`src/rtl/alu_issue_ctrl.sv`:
```
// -----------------------------------------------------------------------------
// alu_issue_ctrl
//   Issue and sequencing stage that sits directly in front of the combinational
//   ALU (alu_a5). It takes one command at a time and registers its operands for
//   the ALU. One cycle later it captures the ALU result and the compare flags.
//   It then holds them under an output valid/ready handshake. The last result
//   is also kept in an accumulator, so a chained command can use it as operand
//   a. The block also counts completed, handed-off operations.
//
// Ports
//   clk, rst_n                        clock, async active-low reset
//   in_valid/in_ready                 command handshake
//   in_sel, in_a, in_b                opcode and operands
//   in_acc                            use accumulator instead of in_a
//   acc_clr                           synchronous accumulator clear
//   alu_sel, alu_a, alu_b             registered operands to alu_a5
//   alu_result, alu_agrtb/altb/aeqb   combinational results from alu_a5
//   out_valid/out_ready               result handshake
//   out_result, out_flags             captured result, {agrtb, altb, aeqb}
//   op_count                          completed operations (wraps)
// -----------------------------------------------------------------------------
module alu_issue_ctrl #(
  parameter int               WIDTH    = 12,
  parameter int               SEL_W    = 4,
  parameter int               CNT_W    = 16,
  parameter logic [WIDTH-1:0] ACC_INIT = '0
) (
  input  logic             clk,
  input  logic             rst_n,
  input  logic             in_valid,
  output logic             in_ready,
  input  logic [SEL_W-1:0] in_sel,
  input  logic [WIDTH-1:0] in_a,
  input  logic [WIDTH-1:0] in_b,
  input  logic             in_acc,
  input  logic             acc_clr,
  output logic [SEL_W-1:0] alu_sel,
  output logic [WIDTH-1:0] alu_a,
  output logic [WIDTH-1:0] alu_b,
  input  logic [WIDTH-1:0] alu_result,
  input  logic             alu_agrtb,
  input  logic             alu_altb,
  input  logic             alu_aeqb,
  output logic             out_valid,
  input  logic             out_ready,
  output logic [WIDTH-1:0] out_result,
  output logic [2:0]       out_flags,
  output logic [CNT_W-1:0] op_count
);

  typedef enum logic [1:0] {IDLE, EXEC, DONE} state_e;

  state_e             state_q,      state_d;
  logic [SEL_W-1:0]   alu_sel_q,    alu_sel_d;
  logic [WIDTH-1:0]   alu_a_q,      alu_a_d;
  logic [WIDTH-1:0]   alu_b_q,      alu_b_d;
  logic [WIDTH-1:0]   acc_q,        acc_d;
  logic [WIDTH-1:0]   out_result_q, out_result_d;
  logic [2:0]         out_flags_q,  out_flags_d;
  logic               out_valid_q,  out_valid_d;
  logic [CNT_W-1:0]   op_count_q,   op_count_d;
  logic [WIDTH-1:0]   acc_next;

  // Ready is decoded from the state. It therefore reads 1 during reset.
  assign in_ready = (state_q == IDLE);

  // Accumulator as seen this cycle: a clear in the same cycle takes effect
  // immediately, so a chained command issued with acc_clr sees ACC_INIT.
  assign acc_next = acc_clr ? ACC_INIT : acc_q;

  always_comb begin
    // NOTE: every signal gets a hold default first. A branch that does not
    // assign a signal then cannot infer a latch.
    state_d      = state_q;
    alu_sel_d    = alu_sel_q;
    alu_a_d      = alu_a_q;
    alu_b_d      = alu_b_q;
    acc_d        = acc_next;
    out_result_d = out_result_q;
    out_flags_d  = out_flags_q;
    out_valid_d  = out_valid_q;
    op_count_d   = op_count_q;

    unique case (state_q)
      IDLE: begin
        if (in_valid) begin
          alu_sel_d = in_sel;
          alu_b_d   = in_b;
          alu_a_d   = in_acc ? acc_next : in_a;
          state_d   = EXEC;
        end
      end
      EXEC: begin
        // The ALU has settled on the registered operands. Capture the result.
        // This overrides any acc_clr in the same cycle.
        out_result_d = alu_result;
        out_flags_d  = {alu_agrtb, alu_altb, alu_aeqb};
        acc_d        = alu_result;
        out_valid_d  = 1'b1;
        state_d      = DONE;
      end
      DONE: begin
        if (out_valid_q && out_ready) begin
          out_valid_d = 1'b0;
          op_count_d  = op_count_q + CNT_W'(1);
          state_d     = IDLE;
        end
      end
      default: state_d = IDLE;
    endcase
  end

  // NOTE: state registers use non-blocking assignments only. All flops then
  // update together at the edge, whatever the order of the blocks.
  always_ff @(posedge clk or negedge rst_n) begin
    if (!rst_n) begin
      state_q      <= IDLE;
      alu_sel_q    <= '0;
      alu_a_q      <= '0;
      alu_b_q      <= '0;
      acc_q        <= ACC_INIT;
      out_result_q <= '0;
      out_flags_q  <= '0;
      out_valid_q  <= 1'b0;
      op_count_q   <= '0;
    end else begin
      state_q      <= state_d;
      alu_sel_q    <= alu_sel_d;
      alu_a_q      <= alu_a_d;
      alu_b_q      <= alu_b_d;
      acc_q        <= acc_d;
      out_result_q <= out_result_d;
      out_flags_q  <= out_flags_d;
      out_valid_q  <= out_valid_d;
      op_count_q   <= op_count_d;
    end
  end

  assign alu_sel    = alu_sel_q;
  assign alu_a      = alu_a_q;
  assign alu_b      = alu_b_q;
  assign out_result = out_result_q;
  assign out_flags  = out_flags_q;
  assign out_valid  = out_valid_q;
  assign op_count   = op_count_q;

endmodule

```
`config.mk`:
```
export PLATFORM = sky130hd
export DESIGN_NAME = alu_issue_ctrl
export DESIGN_NICKNAME = d
export VERILOG_FILES = /design/src/rtl/alu_issue_ctrl.sv
export SDC_FILE = /design/constraint.sdc
export NUM_CORES = 1
export LEC_CHECK = 0
export CAP_MARGIN = 30
export CORE_MARGIN = 10
export CORE_UTILIZATION = 40
export CTS_CLUSTER_SIZE = 40
export DETAILED_ROUTE_END_ITERATION = 8
export PLACE_DENSITY_LB_ADDON = 0.15
export SYNTH_ARGS = -nofsm -noshare
export SYNTH_HDL_FRONTEND = slang
export SYNTH_SLANG_ARGS = --single-unit
```
`constraint.sdc`:
```
create_clock -name clk -period 1.35 [get_ports clk]
set_input_delay 0.27 -clock clk [delete_from_list [all_inputs] [get_ports clk]]
set_output_delay 0.27 -clock clk [all_outputs]
set_load 0.1 [all_outputs]
```
==> out/summary.txt <==
Status - finished with violations
Violated checks - negative setup slack
Port Buffer Count - 109
Number of synthesized flops with an enable pin - 0
DRC errors left - 0
Largest net degree at the start of global routing - 75
Max Clk Rate - 665 MHz
Final RePlAce weighted congestion - 0.817
Cell variety after synth - 26
Hold WC Path Type - in2reg
CTS max path bufs - 2
Main synth FF type - dfrtp_1
Fillers - 436
Num CTS Buffers - 9
Worst setup margin - -0.154 ns
GRT met2 Usage - 26.2%
Sequential share of the synthesized area - 60.3%
Worst-Margin Slew - 0.397 ns
Worst Path Max Fanout - 6
Synthesized cell area - 3070 sq um
Seq cells post-synth - 74
Async S/R FF share, synth - 100%
Minimum clock period - 1.50 ns
Gr usage total - 16.4%
Via Count - 2,617
Die Ht - 108 um
Share of cells above drive strength 1 - 43.1%
Endpoint class of the critical path - flop
Mapped Nets - 324
Yosys warnings - 0
Starting Density - 41.7%
Chip width - 108 um
Via density per instance - 4.89
Average wire per standard cell - 18.3 um
Syn-to-layout area delta - 91.7%
RSZ-0062 raised after global routing - true
Core area - 7370 sq um
Max_slew headroom - 73.5%
Most frequent cells in the layout - 65 x nand2_1, 65 x buf_12, 58 x dfrtp_1
CTS Sinks - 74
Die area - 11,600 sq um
Final setup viols - 52
Worst skew pair latency - 0.35 ns
DRT iter0 DRCs - 113
CTS H-tree depth - 3
Crit path kind - reg2reg
Max-cap viol count - 0
Final Hold Vio Count - 0
Final Max Tran Viols - 0
Max Clock Skew - 0.00898 ns
First-pass GRT wire length - 15,100 um
Drt pass-1 iters - 4
Cells after synthesis - 274
WL final - 9790 um
Worst hold slack - 0.445 ns
Req. time, crit path - 1.60 ns
Routing usage on met1 - 20.2%
FP Rows - 31
Root Driver - clkbuf_8
# diodes - 0
TritonCTS clock tree - done
Final HPWL DP - 6480 um
Worst-path clk slew - 0.09 ns
Crit share post-route - 111%
Top cells by area, synth - dfrtp_1 60%, nand2_1 8.4%, nand3b_1 6.1%
M3 GR Usage - 5.75%
Vias in the first global route - 2,856
I/O pin cnt - 110
Critical Path Start Type - flop
CP arrival - 1.75 ns
DRT antenna net count - 0
Nets - 481
Area share of the largest cell type after synthesis - 60.3%
Synth area leader - dfrtp_1
Initial antenna violation count - 0
Remaining Overflow, GRT - 0
Syn Area/Cell - 11.2 sq um
GR peak layer - met2
[synthesized netlist by cell type (4+ instances only)]
| master | instances |
|---|---|
| nand4_1 | 6 |
| buf_6 | 4 |
| buf_2 | 4 |
| clkbuf_1 | 5 |
| mux2_2 | 15 |
| nor2_1 | 14 |
| dfrtp_1 | 74 |
| a31oi_1 | 12 |
| xnor2_1 | 14 |
| nand2_1 | 69 |
| nand2b_1 | 13 |
| nand3b_1 | 25 |
| nand3_1 | 6 |
[routing by layer]
layer	share of wire [%]	vias to the layer above
met2	48	88
met3	7.8	12
met5	0	-
met4	1.5	0
li1	-	1233
met1	43	1284
[final timing paths]
kind	from	depth (start not counted)	to	slack (ns)
max in group asynchronous	rst_n	3	op_count[1]	0.54
hold / removal	alu_altb	3	out_flags[1]	0.44
setup / recovery	state_q[0]	5	op_count[9]	-0.15
hold reg to reg	acc_q[11]	2	acc_q[11]	0.53
setup reg to reg	state_q[0]	5	op_count[9]	-0.15
min in group asynchronous	rst_n	3	op_count[9]	0.46
[worst max-delay path, cell delays in order, from the launching register on]
cell and delay, ns:
dfrtp_2 0.44, buf_6 0.13, nand4b_1 0.25, nor2_4 0.26, nand4_1 0.16, xnor2_1 0.15
[flip-flops by register name, summed over array words and instances (netlist names)]
| signal | cells |
|---|---|
| op_count | 16 |
| acc_q | 12 |
| alu_a | 12 |
| alu_b | 12 |
| out_result | 12 |
| alu_sel | 4 |
| out_flags | 3 |
| state_q | 2 |
| out_valid | 1 |
[logic make-up after synthesis]
family,share of synthesized area (%)
buf+inv,2.73
mux,5.99
simple gates,23.8
flops,60.3
compound gates,2.44
fa+ha+maj,0.407
xor+xnor,4.28
[layout make-up]
type                            instances  area, sq um  share of cell area [%]
Clock buffer                            9          124                    2.10
Clock inverter                          7          141                    2.40
Multi-Input combinational cell        187         1300                    22.1
Sequential cell                        74         1900                    32.3
Tap cell                               99          124                    2.10
Timing Repair Buffer                  159         2300                    39.0
[per-stage QoR]
step / instances / worst slack, ns / util (%) / cell area (sq um) / TNS [ns]
CTS: 530 / -0.123 / 77.0 / 5680 / -1.91
global placement: 497 / -0.265 / 69.9 / 5150 / -12.67
finish: 535 / -0.154 / 79.9 / 5890 / -2.29
global route: 535 / -0.210 / 79.9 / 5890 / -5.71
detailed placement: 498 / -0.316 / 70.0 / 5160 / -9.22
floorplan: 274 / -0.487 / - / 3150 / -13.39
[timing repair]
item / CTS / global route
buffers inserted: 14 / 4
cloned: 1 / 4
gates resized for setup: 32 / 31
pin swaps: 20 / 8
hold endpoints to repair: 74 / 0
hold buffers: 1 / 0
setup endpoints to repair: 64 / 70
Power is left out: the tool's default activity adds up to more than one toggle a clock period on the data nets, which glitch-free logic cannot reach.
